`config.mk`:
```
export PLATFORM = sky130hd
export DESIGN_NAME = ext_io_mailbox
export DESIGN_NICKNAME = d
export VERILOG_FILES = /design/src/rtl/ext_io_mailbox.sv
export SDC_FILE = /design/constraint.sdc
export NUM_CORES = 1
export LEC_CHECK = 0
export ABC_AREA = 1
export BUFFER_PORTS_ARGS = -buffer_cell sky130_fd_sc_hd__buf_2
export CAP_MARGIN = 20
export CORE_MARGIN = 10
export CORE_UTILIZATION = 45
export DETAILED_ROUTE_END_ITERATION = 6
export GPL_ROUTABILITY_DRIVEN = 0
export PLACE_DENSITY = 0.69
export SLEW_MARGIN = 10
export SYNTH_ARGS = -nofsm -noshare
export SYNTH_HDL_FRONTEND = slang
export SYNTH_SLANG_ARGS = --single-unit
```
`constraint.sdc`:
```
create_clock -name CLKX4 -period 5.85 [get_ports CLKX4]
set_input_delay 0.2925 -clock CLKX4 [delete_from_list [all_inputs] [get_ports CLKX4]]
set_output_delay 0.2925 -clock CLKX4 [all_outputs]
set_load 0.02 [all_outputs]
```
`src/rtl/ext_io_mailbox.sv`:
```
// ext_io_mailbox: byte mailbox on the 6809 external I/O bus.
// The CPU writes the TX FIFO and reads the RX FIFO. The stream side drains TX and fills RX.
// MRDY stretches late E by WAIT CLKX4 cycles.
// All CPU side effects land on the commit edge: late E, selected, and the stretch has expired.

module ext_io_mailbox_fifo #(
  parameter int DEPTH_LOG2 = 4
) (
  input  logic       i_clk,
  input  logic       i_rst_n,
  input  logic       i_push,
  input  logic       i_pop,
  input  logic [7:0] i_wdata,
  output logic [7:0] o_rdata,
  output logic       o_full,
  output logic       o_empty
);
  localparam int DEPTH = 1 << DEPTH_LOG2;
  localparam logic [DEPTH_LOG2:0]   FULL_CNT = (DEPTH_LOG2+1)'(DEPTH);
  localparam logic [DEPTH_LOG2:0]   CNT_ONE  = (DEPTH_LOG2+1)'(1);
  localparam logic [DEPTH_LOG2-1:0] PTR_ONE  = DEPTH_LOG2'(1);

  logic [7:0]            r_mem [DEPTH];
  logic [DEPTH_LOG2-1:0] r_wptr;
  logic [DEPTH_LOG2-1:0] r_rptr;
  logic [DEPTH_LOG2:0]   r_count;

  // Storage is not reset; the empty flag masks stale contents.
  always_ff @(posedge i_clk) begin
    if (i_push) r_mem[r_wptr] <= i_wdata;
  end

  // Pointers and occupancy. The caller has already gated push on !full and pop on !empty.
  always_ff @(posedge i_clk or negedge i_rst_n) begin
    if (!i_rst_n) begin
      r_wptr  <= '0;
      r_rptr  <= '0;
      r_count <= '0;
    end else begin
      if (i_push) r_wptr <= r_wptr + PTR_ONE;
      if (i_pop)  r_rptr <= r_rptr + PTR_ONE;
      case ({i_push, i_pop})
        2'b10:   r_count <= r_count + CNT_ONE;
        2'b01:   r_count <= r_count - CNT_ONE;
        default: r_count <= r_count;
      endcase
    end
  end

  assign o_full  = (r_count == FULL_CNT);
  assign o_empty = (r_count == '0);
  assign o_rdata = o_empty ? 8'h00 : r_mem[r_rptr];
endmodule

module ext_io_mailbox #(
  parameter int         DEPTH_LOG2 = 4,
  parameter logic [3:0] WAIT_RESET = 4'd0
) (
  input  logic       CLKX4,
  input  logic       nRESET,
  input  logic       E,
  input  logic       Q,
  input  logic [1:0] ADDR,
  input  logic       RnW,
  input  logic       nCSEXTIO,
  input  logic [7:0] DATA_in,
  output logic [7:0] DATA_out,
  output logic       DATA_oe,
  output logic       MRDY,
  output logic       nIRQ,
  input  logic [7:0] rx_data,
  input  logic       rx_valid,
  output logic       rx_ready,
  output logic [7:0] tx_data,
  output logic       tx_valid,
  input  logic       tx_ready
);
  logic       w_sel, w_commit, w_wr, w_rd;
  logic       w_tx_full, w_tx_empty, w_tx_push, w_tx_pop;
  logic       w_rx_full, w_rx_empty, w_rx_push, w_rx_pop;
  logic [7:0] w_rx_head;
  logic [3:0] r_wcnt, r_wait;
  logic       r_ovr, r_tx_irq_en, r_rx_irq_en;

  assign w_sel    = !nCSEXTIO;
  assign w_commit = !Q && E && w_sel && (r_wcnt == 4'd0);
  assign w_wr     = w_commit && !RnW;
  assign w_rd     = w_commit && RnW;

  // An overflowing write is judged on the pre-edge full flag, so a same-edge pop does not rescue it.
  assign w_tx_push = w_wr && (ADDR == 2'd0) && !w_tx_full;
  assign w_tx_pop  = !w_tx_empty && tx_ready;
  assign w_rx_push = rx_valid && !w_rx_full;
  assign w_rx_pop  = w_rd && (ADDR == 2'd0) && !w_rx_empty;

  ext_io_mailbox_fifo #(.DEPTH_LOG2(DEPTH_LOG2)) u_tx_fifo (
    .i_clk(CLKX4), .i_rst_n(nRESET), .i_push(w_tx_push), .i_pop(w_tx_pop),
    .i_wdata(DATA_in), .o_rdata(tx_data), .o_full(w_tx_full), .o_empty(w_tx_empty)
  );

  ext_io_mailbox_fifo #(.DEPTH_LOG2(DEPTH_LOG2)) u_rx_fifo (
    .i_clk(CLKX4), .i_rst_n(nRESET), .i_push(w_rx_push), .i_pop(w_rx_pop),
    .i_wdata(rx_data), .o_rdata(w_rx_head), .o_full(w_rx_full), .o_empty(w_rx_empty)
  );

  // Stretch counter: loads in early E, then counts down through late E.
  always_ff @(posedge CLKX4 or negedge nRESET) begin
    if (!nRESET) begin
      r_wcnt <= 4'd0;
    end else if (Q && E && w_sel) begin
      r_wcnt <= r_wait;
    end else if (!Q && E && (r_wcnt != 4'd0)) begin
      r_wcnt <= r_wcnt - 4'd1;
    end
  end

  // Control and status registers, written only on the commit edge.
  always_ff @(posedge CLKX4 or negedge nRESET) begin
    if (!nRESET) begin
      r_ovr       <= 1'b0;
      r_tx_irq_en <= 1'b0;
      r_rx_irq_en <= 1'b0;
      r_wait      <= WAIT_RESET;
    end else if (w_wr) begin
      case (ADDR)
        2'd0: if (w_tx_full) r_ovr <= 1'b1;
        2'd1: if (DATA_in[7]) r_ovr <= 1'b0;
        2'd2: {r_tx_irq_en, r_rx_irq_en} <= DATA_in[1:0];
        default: r_wait <= DATA_in[3:0];
      endcase
    end
  end

  // Read mux. For DATA it returns the head before the commit-edge pop.
  always_comb begin
    DATA_out = 8'h00;
    case (ADDR)
      2'd0: DATA_out = w_rx_head;
      2'd1: DATA_out = {r_ovr, 3'b000, w_tx_full, w_tx_empty, w_rx_full, !w_rx_empty};
      2'd2: DATA_out = {6'b0, r_tx_irq_en, r_rx_irq_en};
      default: DATA_out = {4'b0, r_wait};
    endcase
  end

  assign DATA_oe  = E && RnW && w_sel;
  assign MRDY     = (r_wcnt == 4'd0);
  assign nIRQ     = !(r_ovr || (r_rx_irq_en && !w_rx_empty) || (r_tx_irq_en && w_tx_empty));
  assign rx_ready = !w_rx_full;
  assign tx_valid = !w_tx_empty;
endmodule

```
==> results.toml <==
[clock_network]
cts.clk_slew.worst_paths_ps = 60
clk_latency_ps = 550
cts_setup_buffers = 0
clock_path_buffers = 3
cts.repair.resized = 0
cts_tree = "yes"
cts_root_buffer = "clkbuf_16"
holdBufCountCts = 1
clock-sinks = 293
cts_max_level = 1
cts_buffers = 30

[setup_path]
crit_arrival_ps = 3150
crit_required_ps = 5560
slowest_delay_ps = 620
crit_chain = "buf_4, inv_2, nand2_1, nand3_1, nand3_1, nand3_1, nand2_1, nand2_1, nand3_1, buf_2"
path_buf_inv = 3
crit_path_max_fanout = 73
start_kind = "register"
critPathTopFamily = "buffers and inverters"
critical_path.slowest_cell = "inv_2"
crit_path_end_kind = "output port"
crit_type = "register to output port"
crit_top_cell = "nand3_1"
rrSetupSlack_ps = 3080

[synth]
ys_types = 34
syn_nets = 1243
yosys_warnings = 0
avgSynthCellArea_um2 = 10.73
yosysSeqAreaShare_pct = 67.09
synth_area_um2 = 12840
async_flop_share_pct = 12.63
syn_inst = 1197
ys_ff_latch = 293
synth_flop_cell = "edfxtp_1"
synth-edff-count = 256

[place]
port_buffers = 46
hpwl_um = 17610

[layout]
insertedDiodeCount = 0
layout.nets = 1277
post-route-util_pct = 51.07
multiInputGateArea_um2 = 3510
layout_common_cells = "348 x nand2_1, 256 x edfxtp_1, 189 x nand3_1, 96 x inv_1, 75 x nor2_1"
final_common_cell = "nand2_1"
areaGrowthSynthToFinish_pct = 11.11
drive_gt1_share_pct = 9.562
seq_area_um2 = 8616
fillers = 2502

[run]
cap_violations = 0

[pwr]
power_w = 0.006539
ir_drop_mv = 0.2507
p_per_area_nw_per_um2 = 458.4
leakagePower_nw = 5.678

[sta]
finalMaxSlewViolations = 0
hold_ws_ps = 36.11
skew_ps = 17.32
worstMarginPinSlew_ps = 1007
fmax_ghz = 0.2905
setup_viol = 0
slew_headroom_pct = 32.74
rsz0062_at_grt = "false"
fin_crit_sh_pct = 58.84
fin_setup_tns_ps = 0
min_period_ps = 3442
hold_viol = 0

[drt]
wl_per_cell_um = 17.42
viasPerCell = 5.179
drc = 0
wirelength_um = 28450
vias = 8458
drtIter0Drc = 741
ant_nets = 0
firstDrtPassIters = 5

[global_route]
grt_first_pass_wirelength_um = 44920
grt_pass1_vias = 8346
overflow = 0
antenna_found_initial = 0
grt_max_degree = 74
grt_usage_pct = 15.74

[worst_hold_path]
hp-class = "primary input to register"

[floorplanning]
initial_core_util_pct = 45.96
dieArea_um2 = 35690
fp.dieH_um = 188.9
row_count = 61
pin_count = 47
core-area_um2 = 27930
dieWidth_um = 188.9

[outcome]
run_status = "complete, no violations"
==> cells in the mapped netlist (2+ instances only) <==
library cell	n	area share (%)
clkinv_1	4	0.12
dfrtp_1	37	7.2
xor2_1	17	1.2
a22oi_1	2	0.12
nor2_4	2	0.18
nand4_1	4	0.19
buf_1	4	0.12
buf_2	20	0.78
nor2_2	2	0.097
nor3_1	3	0.12
nand2_2	3	0.15
a21oi_1	20	0.78
nand3_1	189	7.4
o21ai_0	37	1.4
clkbuf_1	7	0.20
nand2_1	348	10
edfxtp_1	256	60
ha_1	19	1.9
buf_6	5	0.44
o21ai_1	3	0.12
o22ai_1	2	0.097
xnor2_1	3	0.20
o211ai_1	9	0.53
inv_1	97	2.8
nor2_1	75	2.2
inv_2	7	0.20
buf_4	15	0.88
==> report_power, final <==
group / switching, W / internal, W
Combinational: 0.00147 / 0.000659
Clock: 0.000764 / 0.00103
Sequential: 0.000149 / 0.00247
Total: 0.00238 / 0.00416
==> area by class of cell <==
class	instances	share of cell area, %
flip-flops and latches	293	60.40
multi-input cells	745	24.60
clock buffers	44	6.131
well taps	378	3.316
inverters	108	2.842
repair buffers	53	2.228
clock inverters	12	0.4824
==> routing by layer <==
metal  part of all wire, %  wire [um]  up-vias  GRT usage (%)
met5                     0          0        -              0
met1                    42      12080     4022          20.08
met4                   3.4        963        0          6.105
met2                    48      13730      258          26.30
met3                   5.9       1671       71          2.628
li1                      -          -     4107              -
==> stage by stage <==
| step | instances | area [um2] | setup slack (ps) |
|---|---|---|---|
| after global routing | 1633 | 14260 | 2169 |
| after detailed placement | 1575 | 13280 | 3016 |
| after floorplan | 1197 | 12840 | 3401 |
| after global placement | 1574 | 13260 | 3062 |
| after CTS | 1632 | 14240 | 2417 |
| final | 1633 | 14260 | 2408 |
==> kinds of logic after synthesis <==
kind of cell    synth area share (%)
simple gates                   20.70
flops                          67.09
buf+inv                        5.575
compound gates                 3.265
xor+xnor                       1.364
fa+ha+maj                      2.008
==> final timing paths <==
path	startpoint	to	cells past startpoint
max reg2reg	r_wcnt[0]	u_rx_fifo.r_count[4]	17
min reg2reg	u_rx_fifo.r_count[0]	u_rx_fifo.r_count[0]	1
min	tx_ready	u_tx_fifo.r_rptr[0]	3
max in group asynchronous	nRESET	u_tx_fifo.r_rptr[0]	2
min in group asynchronous	nRESET	u_tx_fifo.r_rptr[2]	2
max	u_rx_fifo.r_rptr[0]	DATA_out[1]	10
==> flip-flops by register name (all words and copies together) (netlist names) <==
register	cells
r_wcnt	4
u_tx_fifo.r_rptr	4
u_tx_fifo.r_count	5
u_rx_fifo.r_mem	128
r_tx_irq_en	1
r_wait	4
u_rx_fifo.r_count	5
r_rx_irq_en	1
r_ovr	1
u_rx_fifo.r_rptr	4
u_tx_fifo.r_wptr	4
u_rx_fifo.r_wptr	4
u_tx_fifo.r_mem	128
==> worst min-delay path: stages <==
cell	delay (ps)
buf_2	90
nand2_1	80
xor2_1	60
(Power assumes the default switching activity.)
